**config.mk**
```make
export PLATFORM = sky130hd
export DESIGN_NAME = branch_hazard_ctrl
export DESIGN_NICKNAME = d
export VERILOG_FILES = /design/src/rtl/branch_hazard_ctrl.sv
export SDC_FILE = /design/constraint.sdc
export NUM_CORES = 1
export LEC_CHECK = 0
export CAP_MARGIN = 20
export CORE_ASPECT_RATIO = 0.8
export CORE_MARGIN = 1
export CORE_UTILIZATION = 50
export CTS_CLUSTER_SIZE = 40
export DETAILED_ROUTE_END_ITERATION = 16
export GPL_ROUTABILITY_DRIVEN = 0
export PLACE_DENSITY = 0.76
export SYNTH_ARGS = -nofsm -noshare
export SYNTH_HDL_FRONTEND = slang
export SYNTH_SLANG_ARGS = --single-unit
```
**constraint.sdc**
```tcl
create_clock -name clk -period 2 [get_ports clk]
set_input_delay 0.2 -clock clk [delete_from_list [all_inputs] [get_ports clk]]
set_output_delay 0.2 -clock clk [all_outputs]
set_load 0.01 [all_outputs]
```
**src/rtl/branch_hazard_ctrl.sv**
```systemverilog
// Branch-lane hazard/flush controller: load-use scoreboard, stall/bubble
// on RAW hazards, fetch redirect and fixed-length flush on taken branches.
module branch_hazard_ctrl #(
  parameter int unsigned NUM_REGS     = 32,
  parameter int unsigned LOAD_LAT     = 2,
  parameter int unsigned FLUSH_CYCLES = 2
) (
  input  logic        clk,
  input  logic        rst,
  input  logic        id_valid,
  input  logic        id_is_nop,
  input  logic        id_is_jmp,
  input  logic        id_is_imm_type,
  input  logic [4:0]  id_rs1,
  input  logic [4:0]  id_rs2,
  input  logic        ld_issue_valid,
  input  logic [4:0]  ld_issue_rd,
  input  logic        ex_branch_resolved,
  input  logic        ex_branch_taken,
  input  logic [31:0] ex_target,
  output logic        stall,
  output logic        bubble,
  output logic        flush_if,
  output logic        redirect_valid,
  output logic [31:0] redirect_pc,
  output logic [1:0]  ctrl_state,
  output logic [15:0] stall_cycles
);

  typedef enum logic [1:0] {
    RUN   = 2'd0,
    STALL = 2'd1,
    FLUSH = 2'd2
  } state_t;

  state_t     state, state_nxt;
  logic [2:0] flush_cnt, flush_cnt_nxt;
  logic [2:0] pend [NUM_REGS];
  logic       hazard;
  logic       rs2_used;
  logic       stall_inc;

  // Per-register pending counters; a new load overrides the decrement.
  always_ff @(posedge clk or negedge rst) begin
    if (!rst) begin
      for (int unsigned r = 0; r < NUM_REGS; r++) begin
        pend[r] <= '0;
      end
    end else begin
      pend[0] <= '0;
      for (int unsigned r = 1; r < NUM_REGS; r++) begin
        if (ld_issue_valid && (32'(ld_issue_rd) == r)) begin
          pend[r] <= 3'(LOAD_LAT);
        end else if (pend[r] != '0) begin
          pend[r] <= pend[r] - 3'd1;
        end
      end
    end
  end

  assign rs2_used = !id_is_imm_type && !id_is_jmp;
  assign hazard   = id_valid && !id_is_nop &&
                    ((pend[id_rs1] != '0) || (rs2_used && (pend[id_rs2] != '0)));

  always_ff @(posedge clk or negedge rst) begin
    if (!rst) begin
      state        <= RUN;
      flush_cnt    <= '0;
      stall_cycles <= '0;
    end else begin
      state     <= state_nxt;
      flush_cnt <= flush_cnt_nxt;
      if (stall_inc && (stall_cycles != '1)) begin
        stall_cycles <= stall_cycles + 16'd1;
      end
    end
  end

  always_comb begin
    state_nxt      = state;
    flush_cnt_nxt  = flush_cnt;
    stall          = 1'b0;
    bubble         = 1'b0;
    flush_if       = 1'b0;
    redirect_valid = 1'b0;
    redirect_pc    = '0;
    stall_inc      = 1'b0;
    case (state)
      RUN, STALL: begin
        if (ex_branch_resolved && ex_branch_taken) begin
          redirect_valid = 1'b1;
          redirect_pc    = ex_target;
          flush_if       = 1'b1;
          bubble         = 1'b1;
          if (FLUSH_CYCLES > 1) begin
            state_nxt     = FLUSH;
            flush_cnt_nxt = 3'(FLUSH_CYCLES - 1);
          end else begin
            state_nxt = RUN;
          end
        end else if (hazard) begin
          stall     = 1'b1;
          bubble    = 1'b1;
          stall_inc = 1'b1;
          state_nxt = STALL;
        end else begin
          state_nxt = RUN;
        end
      end
      FLUSH: begin
        flush_if      = 1'b1;
        bubble        = 1'b1;
        flush_cnt_nxt = flush_cnt - 3'd1;
        if (flush_cnt_nxt == '0) begin
          state_nxt = RUN;
        end
      end
      default: state_nxt = RUN;
    endcase
  end

  assign ctrl_state = state;

endmodule

```
==> reports/qor.txt, run 1 <==
grt total ovfl: 0
IO Pins: 110
starting density of the core: 0.520
worst slack, placed: -1060 ps
Post-Syn Area: 7170 um^2
CTS tree: done
post-route cell area: 10500 um^2
# port buffers: 109
clock sinks: 114
asr flop ratio synth: 1.00
fin crit period: 2600 ps
vias per cell: 5.57
Worst Setup Start Kind: flop
required time of the critical path: 1800 ps
Final Hold Fails: 0
initial antenna violation count: 0
Total Power: 15.9 mW
worst setup path class: reg -> out
Post-DP Area: 9410 um^2
die height: 109 um
Reg2Reg Depth: 8
H-Tree Level Count: 4
Pins Over Slew Limit: 0
Yosys warnings: 0
Worst Clk Skew: 13.5 ps
Clk Latency, worst-skew pair: 430 ps
Setup Viol. Count Final: 18
slew at the pin closest to its max-slew limit: 466 ps
vias in the first global route: 6668
Area Overhead vs Synth: 46.8%
Pre-antenna DRT Iters: 7
fin cells: 1248
DRT Wirelength: 20.7 mm
area taken by multi-input logic gates: 4110 um^2
Post-synth EDFFs: 0
Global Route Usage Sum: 0.283
outcome: finished with violations
DP Cell Count: 1198
commonest cells after routing, fill and taps aside: buf_4, nor2_1, dfrtp_1, inv_1, clkdlybuf4s50_1
First DRT Iteration DRCs: 415
syn_area_per_cell: 8.99 um^2
Synth cell types: 56
first-pass GRT wire length: 32.1 mm
FF/Latch Area: 2860 um^2
Cell Pwr Density: 1510 nW/um^2
Leak Pwr: 5.19 nW
Clock Root Buffer: clkbuf_16
largest net degree at the start of global routing: 41
row cnt: 38
fin crit share: 1.30
Fmax: 0.384 GHz
Slew HR: 0.688
Mapped Cells: 798
Yosys reg bits: 114
Vias: 6950
Seq/Total Area, Yosys: 0.398
Core Box Area: 13800 um^2
commonest non-fill, non-tap cell in the layout: buf_4
peak supply drop: 1070 uV
DP Wirelength: 13.9 mm
Critical Path Sink Type: output port
share of cells above drive strength 1: 0.244
TNS Setup: -6150 ps
ant diodes: 0
Horiz. Die Dim: 136 um
max cap viols: 0
syn nets: 919
failing checks: setup timing
RSZ-0062 raised after global routing: yes
Synth Flop Type: dfrtp_1
type of the worst min-delay path: in -> async
crit path max fanout: 3
maximum clock path buffer count: 2
DRC violations left: 0
Final ANT Viol Nets: 0
Routed wire per std cell: 16.6 um
die area: 14800 um^2
CTS clk-pin slew, worst paths: 60 ps
fillers: 925
TritonCTS Buffers: 17
Final #Nets: 1176
worst path arrival time: 2400 ps
PnR worst setup slack: -604 ps
power breakdown:
group | switching [mW] | internal [mW]
Combinational | 3.84 | 4.02
Clock | 1.08 | 2.47
Sequential | 1.03 | 3.49
Total | 5.96 | 9.98
per-stage QoR:
| stage | hold WS (ps) | util |
|---|---|---|
| floorplan | -95.6 | - |
| global placement | 157 | 0.683 |
| detailed placement | 157 | 0.683 |
| CTS | 259 | 0.747 |
| global route | 300 | 0.763 |
| finish | 257 | 0.763 |
cells in the mapped netlist, types with 13 or more instances:
cell type / number / area, um^2
dfrtp_1: 114 / 2850
o21ai_0: 18 / 90.1
nor4_1: 30 / 188
a21oi_1: 40 / 200
ha_1: 65 / 813
nor2_1: 134 / 503
nand2_1: 37 / 139
inv_1: 102 / 383
and2_1: 33 / 206
nand3_1: 13 / 65.1
nor3_1: 20 / 100
o221ai_1: 20 / 175
a211oi_1: 13 / 97.6
xor2_1: 45 / 394
layout make-up:
class	instances	area share
multi-input combinational	559	0.391
sequential	114	0.272
timing repair buffer	261	0.214
clock buffer	24	0.0467
inverter	102	0.0364
tap	180	0.0214
clock inverter	8	0.0187
path summary, 6_finish.rpt:
check                            startpoint               end  slack (ps)
max in group asynchronous               rst     ctrl_state[1]        1010
min in group clk           stall_cycles[10]  stall_cycles[10]         490
max                                pend[23]            bubble        -600
max reg2reg                        pend[23]  stall_cycles[12]        -430
min                                     rst          pend[59]         260
min reg2reg                stall_cycles[10]  stall_cycles[10]         490
layer usage:
layer	wire, um	GRT usage	part of all wire	up-vias
met1	8780	0.363	0.42	3350
met5	0	0	0	-
met3	1240	0.0604	0.060	79
li1	-	-	-	3251
met4	794	0.144	0.038	0
met2	9860	0.452	0.48	270
logic make-up (layout without fill, tap and decap cells):
kind of cell / count (synthesis) / count (layout) / synth area share
xor gates and xnor gates: 47 / 47 / 0.0574
and+or+nand+nor: 314 / 314 / 0.222
AOI/OAI and AO/OA: 116 / 116 / 0.113
adders and majority gates: 65 / 65 / 0.113
DFF: 114 / 114 / 0.398
buffers and inverters: 125 / 395 / 0.0707
muxes: 17 / 17 / 0.0263
repair_timing:
action,in CTS,in global routing
gates resized for setup,78,31
cloned,1,0
setup buffers,10,8
hold buffers,1,0
hold endpoints to repair,25,0
pin swaps,14,16
endpoints found under the setup margin,52,20
state kept, by name, indices dropped and copies added (netlist names):
signal        flops
stall_cycles     16
ctrl_state        2
flush_cnt         3
pend             93
worst max-delay path, stage by stage (launching register included):
cell and delay (ps):
dfrtp_1 450, nor3_2 250, a311oi_1 90, o31ai_1 340
o211ai_1 180, a32oi_4 280, or2_4 190, nand2b_1 50
buf_2 140
No activity file was read; power rests on OpenSTA's default activity.
==> run 2, diff against run 1 <==
- TNS_END_PERCENT: not set -> 5
==> run 2 against run 1 <==
Count of clock-buffer cells in the layout is 6 lower. Die area stayed put. Register-to-register slack worse by 20 ps. The flow still finishes with violations (setup timing).
==> reports/qor.txt, run 2 (synthesis gave the netlist of run 1 again) <==
outcome: finished with violations (unchanged)
failing checks: setup timing (unchanged)
Horiz. Die Dim: 136 um (unchanged)
Slew HR: 0.676 (was 0.688)
max cap viols: 0 (unchanged)
post-route cell area: 10200 um^2 (was 10500 um^2)
Clock Root Buffer: clkbuf_16 (unchanged)
RSZ-0062 raised after global routing: yes (unchanged)
CTS clk-pin slew, worst paths: 60 ps (about the same)
Worst Clk Skew: 10.8 ps (was 13.5 ps)
crit path from: id_rs1[3] (was pend[23])
fin crit period: 2650 ps (was 2600 ps)
R2R Setup Slk: -450 ps (was -430 ps)
Worst Setup Start Kind: primary input (was flop)
share of cells above drive strength 1: 0.221 (was 0.244)
Post-DP Area: 9490 um^2 (was 9410 um^2)
Final #Nets: 1170 (was 1176)
register with the most flip-flops: pend (unchanged)
Final Hold Fails: 0 (unchanged)
Pre-antenna DRT Iters: 7 (unchanged)
ant diodes: 0 (unchanged)
DP Wirelength: 14.1 mm (was 13.9 mm)
fin cells: 1242 (was 1248)
IO Pins: 110 (unchanged)
worst setup path class: in -> out (was reg -> out)
slew at the pin closest to its max-slew limit: 479 ps (was 466 ps)
starting density of the core: 0.520 (unchanged)
die height: 109 um (unchanged)
Core Box Area: 13800 um^2 (unchanged)
commonest cells after routing, fill and taps aside: buf_4, nor2_1, dfrtp_1, inv_1, clkdlybuf4s50_1 (unchanged)
CTS tree: done (unchanged)
fillers: 982 (was 925)
vias in the first global route: 6630 (was 6668)
TritonCTS Buffers: 17 (unchanged)
First DRT Iteration DRCs: 457 (was 415)
worst path arrival time: 2450 ps (was 2400 ps)
# port buffers: 109 (unchanged)
Fmax: 0.377 GHz (was 0.384 GHz)
max reg flops: 93 (unchanged)
fin crit share: 1.33 (was 1.30)
type of the worst min-delay path: in -> async (unchanged)
largest net degree at the start of global routing: 54 (was 41)
DRT Wirelength: 20.0 mm (was 20.7 mm)
PnR worst setup slack: -655 ps (was -604 ps)
Pins Over Slew Limit: 0 (unchanged)
Vias: 6695 (was 6950)
row cnt: 38 (unchanged)
Area Overhead vs Synth: 42.5% (was 46.8%)
Critical Path Sink Type: output port (unchanged)
Leak Pwr: 5.06 nW (was 5.19 nW)
Clk Latency, worst-skew pair: 410 ps (was 430 ps)
clock sinks: 114 (unchanged)
die area: 14800 um^2 (unchanged)
Routed wire per std cell: 16.1 um (was 16.6 um)
peak supply drop: 934 uV (was 1070 uV)
H-Tree Level Count: 4 (unchanged)
Cell Pwr Density: 1460 nW/um^2 (was 1510 nW/um^2)
Regs by FF count: pend (93), stall_cycles (16), flush_cnt (3) (unchanged)
grt total ovfl: 0 (unchanged)
initial antenna violation count: 0 (unchanged)
Global Route Usage Sum: 0.283 (about the same)
required time of the critical path: 1800 ps (about the same)
crit path max fanout: 4 (was 3)
vias per cell: 5.39 (was 5.57)
Final ANT Viol Nets: 0 (unchanged)
maximum clock path buffer count: 2 (unchanged)
DRC violations left: 0 (unchanged)
first-pass GRT wire length: 32.2 mm (was 32.1 mm)
WHS: 246 ps (was 257 ps)
DP Cell Count: 1205 (was 1198)
worst r2r src: pend[79] (was pend[23])
Setup Viol. Count Final: 18 (unchanged)
commonest non-fill, non-tap cell in the layout: buf_4 (unchanged)
==> run 2: cell types whose count changed in the layout (fill, tap and decap cells not counted), sizes merged <==
cell / change
clkbuf: -6
clkinvlp: +2
dlygate4sd2: -2
buf: -5
bufbuf: -1
inv: +3
clkinv: +6
clkdlybuf4s50: +3
bufinv: -5
dlymetal6s2s: -1
==> run 2: report_power, final <==
| part | switching [mW] | total, mW | internal, mW | leakage [nW] |
|---|---|---|---|---|
| sequential | 0.915 | 4.39 | 3.48 | 1.38 |
| combinational | 3.72 | 7.64 | 3.92 | 3.41 |
| clock | 1.14 | 2.86 | 1.72 | 0.267 |
| total | 5.78 | 14.9 | 9.12 | 5.06 |
==> run 2: layout make-up <==
class,count,area (um^2),area share
tap,180,225,0.0220
inverter,102,383,0.0375
clock buffer,18,429,0.0420
timing repair buffer,255,2200,0.215
clock inverter,14,133,0.0130
sequential,114,2860,0.279
multi-input combinational,559,4000,0.391
==> run 2: through the flow <==
stage / util / worst slack, ps / total power [mW] / setup TNS (ps)
floorplan: - / -21.9 / 8.62 / -201
global route: 0.741 / -832 / 16.2 / -8480
CTS: 0.735 / -587 / 14.8 / -5390
detailed placement: 0.688 / -1080 / 11.7 / -14980
global placement: 0.688 / -965 / 11.3 / -13680
finish: 0.741 / -655 / 14.9 / -6440
==> run 2: critical path: stages <==
cell,delay (ps)
clkdlybuf4s50_1,530
nand2b_1,230
o311ai_1,480
nor4_2,100
a31oi_2,220
a32oi_4,150
or2_1,270
a21oi_1,130
buf_2,150
==> run 2: path summary, 6_finish.rpt <==
path	end	cells past startpoint
max	stall	9
min	pend[86]	2
max reg2reg	stall_cycles[12]	8
min reg2reg	stall_cycles[10]	1
max in group asynchronous	pend[57]	3
min in group clk	ctrl_state[0]	3
==> run 2: routing by layer <==
layer	global-route usage	routed length [um]	vias to the layer above
li1	-	-	3245
met3	0.0553	1080	60
met2	0.467	9710	219
met4	0.126	635	0
met1	0.361	8530	3171
met5	0	0	-
==> run 2: timing repair <==
action | in CTS | in global routing
pin swaps | 10 | 3
gates resized for setup | 66 | 10
hold buffers | 1 | 0
endpoints found under the hold margin | 25 | 0
buffers inserted | 2 | 2
setup endpoints to repair | 52 | 20
cloned | 0 | 0
